File: src/rtl/pc_ctrl_pkg.sv
// +----------------------------------------------------------------------+
// | pc_ctrl_pkg : shared state encoding and constants for pc_ctrl         |
// | Rev 1.0                                                              |
// +----------------------------------------------------------------------+
`default_nettype none

package pc_ctrl_pkg;

  typedef enum logic [1:0] {
    IDLE   = 2'd0,
    RUN    = 2'd1,
    HALTED = 2'd2
  } pc_state_t;

  localparam int unsigned c_START_ADDR = 0;
  localparam int unsigned c_CNT_W      = 16;

endpackage

`default_nettype wire

File: src/rtl/pc_ctrl.sv
// +----------------------------------------------------------------------+
// | pc_ctrl : program counter sequencer with halt/jump/branch/stall      |
// | Rev 1.0                                                              |
// +----------------------------------------------------------------------+
`default_nettype none

module pc_ctrl
  import pc_ctrl_pkg::*;
#(
  parameter int unsigned PW         = 10,
  parameter int unsigned START_ADDR = c_START_ADDR
) (
  input  logic               Clk,
  input  logic               Reset,
  input  logic               Start,
  input  logic               Halt,
  input  logic               JumpEn,
  input  logic               BranchEn,
  input  logic               BranchFlag,
  input  logic [PW-1:0]      Target,
  input  logic               Stall,
  output logic [PW-1:0]      ProgCtr,
  output logic               Fetch,
  output logic               Busy,
  output logic               Done,
  output logic [c_CNT_W-1:0] InstrCnt
);

  localparam logic [PW-1:0]      c_START_PC = PW'(START_ADDR);
  localparam logic [c_CNT_W-1:0] c_CNT_MAX  = '1;

  pc_state_t     r_state;
  logic [PW-1:0] w_next_pc;

  // Halt keeps the PC on the halt instruction; increment wraps naturally.
  always_comb begin
    w_next_pc = ProgCtr + PW'(1);
    if (Halt) begin
      w_next_pc = ProgCtr;
    end else if (JumpEn || (BranchEn && BranchFlag)) begin
      w_next_pc = Target;
    end
  end

  always_ff @(posedge Clk) begin
    if (Reset) begin
      r_state  <= IDLE;
      ProgCtr  <= c_START_PC;
      Fetch    <= 1'b0;
      Busy     <= 1'b0;
      Done     <= 1'b0;
      InstrCnt <= '0;
    end else begin
      case (r_state)
        IDLE, HALTED: begin
          if (Start) begin
            r_state  <= RUN;
            ProgCtr  <= c_START_PC;
            Fetch    <= 1'b1;
            Busy     <= 1'b1;
            Done     <= 1'b0;
            InstrCnt <= '0;
          end
        end
        RUN: begin
          if (!Stall) begin
            ProgCtr <= w_next_pc;
            if (InstrCnt != c_CNT_MAX) begin
              InstrCnt <= InstrCnt + c_CNT_W'(1);
            end
            if (Halt) begin
              r_state <= HALTED;
              Fetch   <= 1'b0;
              Busy    <= 1'b0;
              Done    <= 1'b1;
            end
          end
        end
        default: begin
          r_state  <= IDLE;
          ProgCtr  <= c_START_PC;
          Fetch    <= 1'b0;
          Busy     <= 1'b0;
          Done     <= 1'b0;
          InstrCnt <= '0;
        end
      endcase
    end
  end

endmodule

`default_nettype wire

File: config.mk
export PLATFORM = sky130hd
export DESIGN_NAME = pc_ctrl
export DESIGN_NICKNAME = d
export VERILOG_FILES = /design/src/rtl/pc_ctrl_pkg.sv /design/src/rtl/pc_ctrl.sv
export SDC_FILE = /design/constraint.sdc
export NUM_CORES = 1
export LEC_CHECK = 0
export ABC_CLOCK_PERIOD_IN_PS = 5550
export CORE_AREA = 2 2 48 83
export CTS_CLUSTER_SIZE = 40
export DETAILED_ROUTE_END_ITERATION = 10
export DIE_AREA = 0 0 50 85
export PLACE_DENSITY = 0.81
export RECOVER_POWER = 25
export SLEW_MARGIN = 10
export SYNTH_ARGS = -nofsm -noshare
export SYNTH_HDL_FRONTEND = slang
export SYNTH_SLANG_ARGS = --single-unit
export TNS_END_PERCENT = 100
File: constraint.sdc
create_clock -name Clk -period 5.55 [get_ports Clk]
set_clock_uncertainty 0.2 [all_clocks]
set_input_delay 1.3875 -clock Clk [delete_from_list [all_inputs] [get_ports Clk]]
set_output_delay 1.3875 -clock Clk [all_outputs]
set_load 0.03 [all_outputs]
# Yosys cells after proc, flatten, opt, wreduce, memory -nomap -nowiden
# Cells that the tools add are included.
[op_classes]
addsub = 2
n_mul = 0
div_mod_pow = 0
magnitude_cmp = 0
eq_ne = 8
shifts = 0
mux = 21
bitwise = 0
n_reduce_logical = 7
[op_table]
columns = ["op", "count"]
rows = [
  ["$mux W16", 3],
  ["$mux W10", 4],
  ["$pmux W16 S2", 1],
  ["$pmux W10 S2", 1],
  ["$add A16 B1 Y16 const B", 1],
  ["$ne A16 B16 Y1 const B", 1],
  ["$add A10 B1 Y10 const B", 1],
  ["$ne A2 B2 Y1 const B", 5],
  ["$reduce_and A3 Y1", 3],
  ["$mux W1", 6],
  ["$mux W2", 3],
  ["$pmux W1 S2", 2],
  ["$pmux W2 S2", 1],
  ["$eq A2 B1 Y1 const B", 1],
  ["$eq A2 B2 Y1 const B", 1],
  ["$logic_not A2 Y1", 1],
  ["$reduce_or A2 Y1", 1],
  ["$logic_and A1 B1 Y1", 1],
  ["$logic_or A1 B1 Y1", 1],
]
[word_totals]
register_bits = 30
latch_bits = 0
ram_bits = 0
mem_bits_ro = 0
inputBits = 18
word_cells = 43
n_memories = 0

# Depth between registers and ports, before layout
# Gate-level depths: netlist of the first run.
[depth]
ltp_word = 6
depth_mapped = 7
depth_no_buf = 5

# Least setup slack after synthesis of the first run
# Ideal clock, no wire load.
[synth_path]
kind = "input port to flip-flop"
startpoint = "input Stall"
endpoint = "register ProgCtr[8]"
setup_ns = 0.070
arrival_ns = 2.717
t_required_ns = 5.280
path_slack_ns = 2.562
path_stages = 6
path_buffers = 2
path_cell_list = "or3b_1 -> buf_6 -> or4_4 -> buf_6 -> o21ai_2 -> o2bb2ai_1"
[synth_via]
elab_chain_len = 2
[synth_rtl]
columns = ["item", "line", "text"]
rows = [
  ["from (decl)", "pc_ctrl.sv:21", "input logic Stall,"],
  ["$ne A2 B2 Y1 (no source line)", "--", ""],
  ["$reduce_and A3 Y1 (no source line)", "--", ""],
  ["to (signal assigned)", "pc_ctrl.sv:48", "ProgCtr <= c_START_PC;"],
  ["to (signal assigned)", "pc_ctrl.sv:58", "ProgCtr <= c_START_PC;"],
  ["to (signal assigned)", "pc_ctrl.sv:67", "ProgCtr <= w_next_pc;"],
  ["to (decl)", "pc_ctrl.sv:22", "output logic [PW-1:0] ProgCtr,"],
]
# Every way passes these cells.
# A chain may end at the register's enable or synchronous reset.

# Final worst setup path of the first run
# Ends and elaborated chain as after synthesis.

==> results.py, run 1 <==
metrics = {
    "timing": {
        "setup_viol": 0,
        "rsz0062_at_grt": "no",
        "worst_slew_pin_slew_ns": 1.03,
        "setup_tns_ns": 0,
        "report.final.slew_viol_count": 0,
        "timing.fmax_ghz": 0.290,
        "slew_headroom_pct": 31.0,
        "hold_violations": 0,
        "period_needed_ns": 3.45,
        "min_period_over_period_pct": 62.1,
    },
    "logic_synthesis": {
        "ys.flop_type": "dfxtp_1",
        "synth_area_leaders": "dfxtp_1 34%, nor2_1 4.3%, nand2_1 4.0%",
        "syn_area_sq_um": 1760,
        "synth-edff-count": 0,
        "synth_seq_area_share_pct": 34.1,
        "yosysUniqueCellTypes": 47,
        "ys_seq_elements": 30,
        "synth_nets": 241,
        "avgSynthCellArea_sq_um": 7.98,
        "yosys_warnings": 0,
        "synth_top_cell_area_share_pct": 34.1,
        "syn_inst": 221,
        "async_flop_share_pct": 0,
        "synth_top_area_cell": "dfxtp_1",
    },
    "global_route": {
        "grt_pass1_vias": 1885,
        "antenna_found_initial": 0,
        "grt_start_max_net_pins": 23,
        "grt_usage_pct": 25.6,
        "grt_pass1_wl_mm": 8.49,
        "overflow": 0,
    },
    "layout": {
        "final_util_pct": 63.9,
        "multi_input_area_sq_um": 1050,
        "drive_gt1_share_pct": 7.60,
        "syn_to_final_growth_pct": 30.2,
        "antenna_cells": 0,
        "nFillCells": 323,
        "final_cells": 309,
        "mostFrequentLayoutCell": "clkdlybuf4s50_1",
        "final_cell_mix": "36 x clkdlybuf4s50_1, 30 x dfxtp_1, 20 x nor2_1, 19 x nand2_1, 13 x a21oi_1",
        "nNetsFinal": 283,
        "seq_area_sq_um": 601,
    },
    "placement": {
        "dp.cells": 302,
        "gp_congestion": 0.882,
        "portBuffers": 46,
        "hpwl_mm": 3.66,
    },
    "clock_tree": {
        "post_cts_buffers": 0,
        "numCtsBuffers": 5,
        "cts_tree": "yes",
        "cts_buffer_depth": 2,
        "clock_latency_ns": 0.29,
        "htreeDepth": 2,
        "clk_pin_slew_ns": 0.06,
        "root_buffer": "clkbuf_8",
        "ctsResizeCount": 0,
        "cts.sinks": 30,
        "cts_hold_buf": 0,
    },
    "power": {
        "max-vdd-ir-drop_mv": 0.225,
        "power_density_nw_per_um2": 202,
        "clockPowerShare_pct": 36.4,
        "internal-power_uw": 333,
        "switchingPower_uw": 132,
        "comb_power_share_pct": 15.3,
        "power_uw": 464,
        "switching_share_pct": 28.3,
        "pwr-share-seq_pct": 48.3,
        "p_leak_uw": 0.000774,
    },
    "critical_path": {
        "startpoint": "Stall",
        "critPathCaptureType": "flip-flop",
        "critPathKind": "in2reg",
        "r2r_start": "r_state[0]",
        "start_kind": "input pin",
        "worstReg2RegEnd": "InstrCnt[6]",
        "r2r_cells": 4,
        "arrival_ns": 3.46,
        "reg2reg_slack_ns": 2.99,
        "critPathRequiredTime_ns": 5.56,
        "cp_max_fo": 10,
    },
    "die": {
        "dieHeight_um": 85,
        "fp.coreArea_sq_um": 3590,
        "die_width_um": 50,
        "dieArea_sq_um": 4250,
        "num_rows": 29,
        "start_util_pct": 49.1,
        "ios": 47,
    },
    "flow_run": {
        "cap_violations": 0,
    },
    "routing": {
        "routed_wirelength_mm": 4.99,
        "drc_errors": 0,
        "ant_nets": 0,
        "avgRoutedWirePerCell_um": 16.1,
        "avgViaCountPerCell": 6.20,
        "dr.pass1.iters": 4,
        "vias": 1915,
        "drt_iter0_markers": 49,
    },
    "outcome": {
        "status": "finished clean",
    },
    "worst_hold_path": {
        "hold_end": "ProgCtr[9]",
        "hold_path_depth": 1,
        "hold_start": "ProgCtr[9]",
        "hold_path.class": "reg2reg",
    },
}
critical path, stage by stage:
cell,delay [ns]
dlygate4sd3_1,0.61
or3b_1,0.54
or4_4,0.64
o21ai_2,0.17
o2bb2ai_1,0.11
worst max-delay path by stage:
stage                             to  cells past startpoint  slack (ns)
after floorplan           ProgCtr[8]                      6        2.56
after global placement    ProgCtr[4]                      4        1.98
after detailed placement  ProgCtr[6]                      5        1.96
after CTS                 ProgCtr[9]                      5        2.24
after global routing      ProgCtr[9]                      5        2.02
final                     ProgCtr[8]                      5        2.10
power by group through the flow:
stage / sequential (uW) / clock (uW) / combinational [uW]
2_1_floorplan: 233 / 0 / 41.3
3_3_place_gp: 229 / 0 / 70.8
3_5_place_dp: 229 / 0 / 71.8
4_1_cts: 224 / 171 / 72.2
5_1_grt: 225 / 179 / 77.3
6_report: 224 / 169 / 71.2
layout make-up:
cell class                      count  area share (%)
Multi-Input combinational cell    168            45.9
Timing Repair Buffer               46            20.1
Tap cell                           46            2.51
Clock inverter                      2           0.436
Clock buffer                        5            3.00
Inverter                           12            1.96
Sequential cell                    30            26.2
cells in the mapped netlist, types with 2 or more instances:
| library cell | n |
|---|---|
| o21ai_0 | 7 |
| nand4_1 | 5 |
| nand3_1 | 12 |
| buf_6 | 2 |
| and3_1 | 5 |
| nor4_1 | 7 |
| a21oi_1 | 13 |
| o211ai_1 | 3 |
| mux2_2 | 2 |
| a22oi_1 | 3 |
| o21ai_2 | 7 |
| o22ai_1 | 4 |
| a31o_2 | 2 |
| and2_1 | 2 |
| mux2i_1 | 6 |
| buf_4 | 2 |
| nor2_1 | 20 |
| clkbuf_1 | 5 |
| nand2_1 | 19 |
| a311o_1 | 2 |
| buf_1 | 2 |
| a31oi_1 | 3 |
| nand3b_1 | 2 |
| ha_1 | 2 |
| o2bb2ai_1 | 8 |
| or3_1 | 2 |
| a221oi_1 | 4 |
| dfxtp_1 | 30 |
| nor3b_1 | 2 |
| nor3_1 | 7 |
| inv_1 | 12 |
| a211oi_1 | 4 |
cells by family (layout without fill, tap and decap cells):
kind of cell / count (synthesis) / in the layout / synth area share [%]
compound gates: 67 / 67 / 27.3
mux: 8 / 8 / 4.68
buf+inv: 23 / 65 / 6.17
simple gates: 91 / 91 / 26.4
flops: 30 / 30 / 34.1
fa+ha+maj: 2 / 2 / 1.42
routing by layer:
layer,wire (um),up-vias,GRT usage [%]
li1,-,920,-
met1,1860,907,26.3
met2,2730,74,46.1
met3,273,14,5.46
met4,125,0,14.6
met5,0,-,0
per-stage QoR:
step,instance area [sq um],setup WS [ns],hold WS [ns]
floorplan,1760,2.56,0.284
CTS,2300,2.24,0.300
global route,2300,2.02,0.327
detailed placement,2220,1.96,0.292
finish,2300,2.10,0.286
global placement,2220,1.98,0.281
flip-flops by register name, summed over array words and instances (netlist names):
name / cells
Busy: 1
r_state: 2
InstrCnt: 16
Done: 1
ProgCtr: 10
(Power assumes the default switching activity.)
==> inputs of run 2 (changes only) <==
--- a/config.mk
+++ b/config.mk
@@ -5,12 +5,12 @@
 export SDC_FILE = /design/constraint.sdc
 export NUM_CORES = 1
 export LEC_CHECK = 0
-export ABC_CLOCK_PERIOD_IN_PS = 5550
-export CORE_AREA = 2 2 48 83
+export ABC_CLOCK_PERIOD_IN_PS = 3200
+export CORE_AREA = 2 2 49 86
 export CTS_CLUSTER_SIZE = 40
 export DETAILED_ROUTE_END_ITERATION = 10
-export DIE_AREA = 0 0 50 85
-export PLACE_DENSITY = 0.81
+export DIE_AREA = 0 0 51 88
+export PLACE_DENSITY = 0.77
 export RECOVER_POWER = 25
 export SLEW_MARGIN = 10
 export SYNTH_ARGS = -nofsm -noshare
==> constraint.sdc (replaced) <==
create_clock -name Clk -period 3.2 [get_ports Clk]
set_clock_uncertainty 0.2 [all_clocks]
set_input_delay 0.8 -clock Clk [delete_from_list [all_inputs] [get_ports Clk]]
set_output_delay 0.8 -clock Clk [all_outputs]
set_load 0.03 [all_outputs]
==> results.py, run 2 (synthesized netlist as in run 1, its figures left out) <==
metrics = {
    "outcome": {
        "status": "finished clean",
    },
    "power": {
        "switching_share_pct": 26.9,
        "max-vdd-ir-drop_mv": 0.229,
        "switchingPower_uw": 225,
        "pwr-share-seq_pct": 46.4,
        "power_density_nw_per_um2": 356,
        "p_leak_uw": 0.000793,
        "clockPowerShare_pct": 37.5,
        "comb_power_share_pct": 16.1,
        "internal-power_uw": 613,
    },
    "critical_path": {
        "path_cells": "dlygate4sd3_1 -> or3b_1 -> clkbuf_1 -> or3_1 -> o2bb2ai_1",
        "start_kind": "input pin",
        "crit_end": "ProgCtr[3]",
        "worstReg2RegEnd": "InstrCnt[3]",
        "arrival_ns": 2.81,
        "r2r_start": "InstrCnt[0]",
        "startpoint": "Stall",
        "max_stage_delay_ns": 0.62,
        "reg2reg_slack_ns": 0.80,
        "cp_slowest_cell": "dlygate4sd3_1",
        "r2r_cells": 5,
        "critPathCaptureType": "flip-flop",
        "critPathRequiredTime_ns": 3.21,
        "critPathKind": "in2reg",
        "cp_max_fo": 10,
    },
    "global_route": {
        "antenna_found_initial": 0,
        "overflow": 0,
        "grt_usage_pct": 24.0,
        "grt_pass1_vias": 1823,
        "grt_pass1_wl_mm": 8.26,
        "grt_start_max_net_pins": 22,
    },
    "layout": {
        "antenna_cells": 0,
        "final_cell_mix": "42 x clkdlybuf4s50_1, 30 x dfxtp_1, 20 x nor2_1, 19 x nand2_1, 13 x a21oi_1",
        "largest_reg_flops": 16,
        "syn_to_final_growth_pct": 33.6,
        "drive_gt1_share_pct": 8.86,
        "nNetsFinal": 290,
        "nFillCells": 345,
        "mostFrequentLayoutCell": "clkdlybuf4s50_1",
        "final_cell_area_sq_um": 2360,
        "reg_top3": "InstrCnt x16, ProgCtr x10, r_state x2",
        "largest_register": "InstrCnt",
    },
    "flow_run": {
        "cap_violations": 0,
    },
    "routing": {
        "drc_errors": 0,
        "drt_iter0_markers": 104,
        "routed_wirelength_mm": 5.09,
        "avgRoutedWirePerCell_um": 15.9,
        "vias": 1917,
        "avgViaCountPerCell": 6.01,
        "dr.pass1.iters": 5,
        "ant_nets": 0,
    },
    "clock_tree": {
        "ctsResizeCount": 0,
        "numCtsBuffers": 5,
        "post_cts_buffers": 0,
        "clk_pin_slew_ns": 0.06,
        "cts.sinks": 30,
        "htreeDepth": 2,
        "clock_latency_ns": 0.28,
        "cts_hold_buf": 0,
        "root_buffer": "clkbuf_8",
        "cts_tree": "yes",
        "cts_buffer_depth": 2,
    },
    "placement": {
        "gp_congestion": 0.875,
        "portBuffers": 46,
        "hpwl_mm": 3.74,
        "dpl_cell_area_sq_um": 2270,
    },
    "worst_hold_path": {
        "hold_path.class": "reg2reg",
    },
    "timing": {
        "period_needed_ns": 2.80,
        "report.final.slew_viol_count": 0,
        "worst_slew_pin_slew_ns": 0.516,
        "hold_violations": 0,
        "setup_tns_ns": 0,
        "slew_headroom_pct": 65.3,
        "timing.fmax_ghz": 0.357,
        "rsz0062_at_grt": "no",
        "setup_viol": 0,
        "fin_worst_hold_slack_ns": 0.290,
        "min_period_over_period_pct": 87.6,
    },
    "die": {
        "start_util_pct": 46.5,
        "ios": 47,
        "dieArea_sq_um": 4490,
        "fp.coreArea_sq_um": 3790,
        "num_rows": 30,
        "die_width_um": 51,
        "dieHeight_um": 88,
    },
}
[run 2: worst max-delay path, delay by kind of cell]
kind | cells | cell delay [ns]
compound gates | 1 | 0.21
buf+inv | 2 | 0.87
simple gates | 2 | 0.94
[run 2: layer usage]
| layer | track usage (%) | part of all wire, % | vias to the layer above |
|---|---|---|---|
| li1 | - | - | 928 |
| met1 | 23.2 | 37 | 898 |
| met2 | 46.6 | 55 | 79 |
| met3 | 4.61 | 5.1 | 12 |
| met4 | 11.8 | 2.3 | 0 |
| met5 | 0 | 0 | - |
[run 2: layout make-up]
cell class	count	area (sq um)	area share, %
repair buffers	53	505	21.5
clock inverters	1	5.00	0.212
inverters	12	45.0	1.91
well taps	48	60.1	2.55
clock buffers	7	86.3	3.66
flip-flops and latches	30	601	25.5
multi-input cells	168	1050	44.7
[run 2: worst min-delay path by stage]
stage / from / to / slack [ns] / depth (start not counted)
floorplan: r_state[1] / r_state[1] / 0.28 / 2
global placement: ProgCtr[9] / ProgCtr[9] / 0.29 / 1
detailed placement: ProgCtr[9] / ProgCtr[9] / 0.29 / 1
CTS: ProgCtr[9] / ProgCtr[9] / 0.30 / 1
global route: ProgCtr[9] / ProgCtr[9] / 0.30 / 1
finish: ProgCtr[9] / ProgCtr[9] / 0.29 / 1
[run 2: metrics by stage]
step	total power (uW)	utilization, %	cells	setup WS [ns]
2_1_floorplan	475	-	221	0.800
3_3_place_gp	531	59.9	311	0.396
3_5_place_dp	533	59.9	311	0.355
4_1_cts	842	62.3	319	0.626
5_1_grt	864	62.1	319	0.315
6_report	838	62.1	319	0.395
[run 2: power by group through the flow]
stage                     Sequential [uW]  Clock (uW)  Combinational [uW]
after CTS                             389         317                 136
final                                 389         314                 135
after floorplan                       403           0                71.6
after detailed placement              398           0                 135
after global routing                  390         329                 145
after global placement                397           0                 133
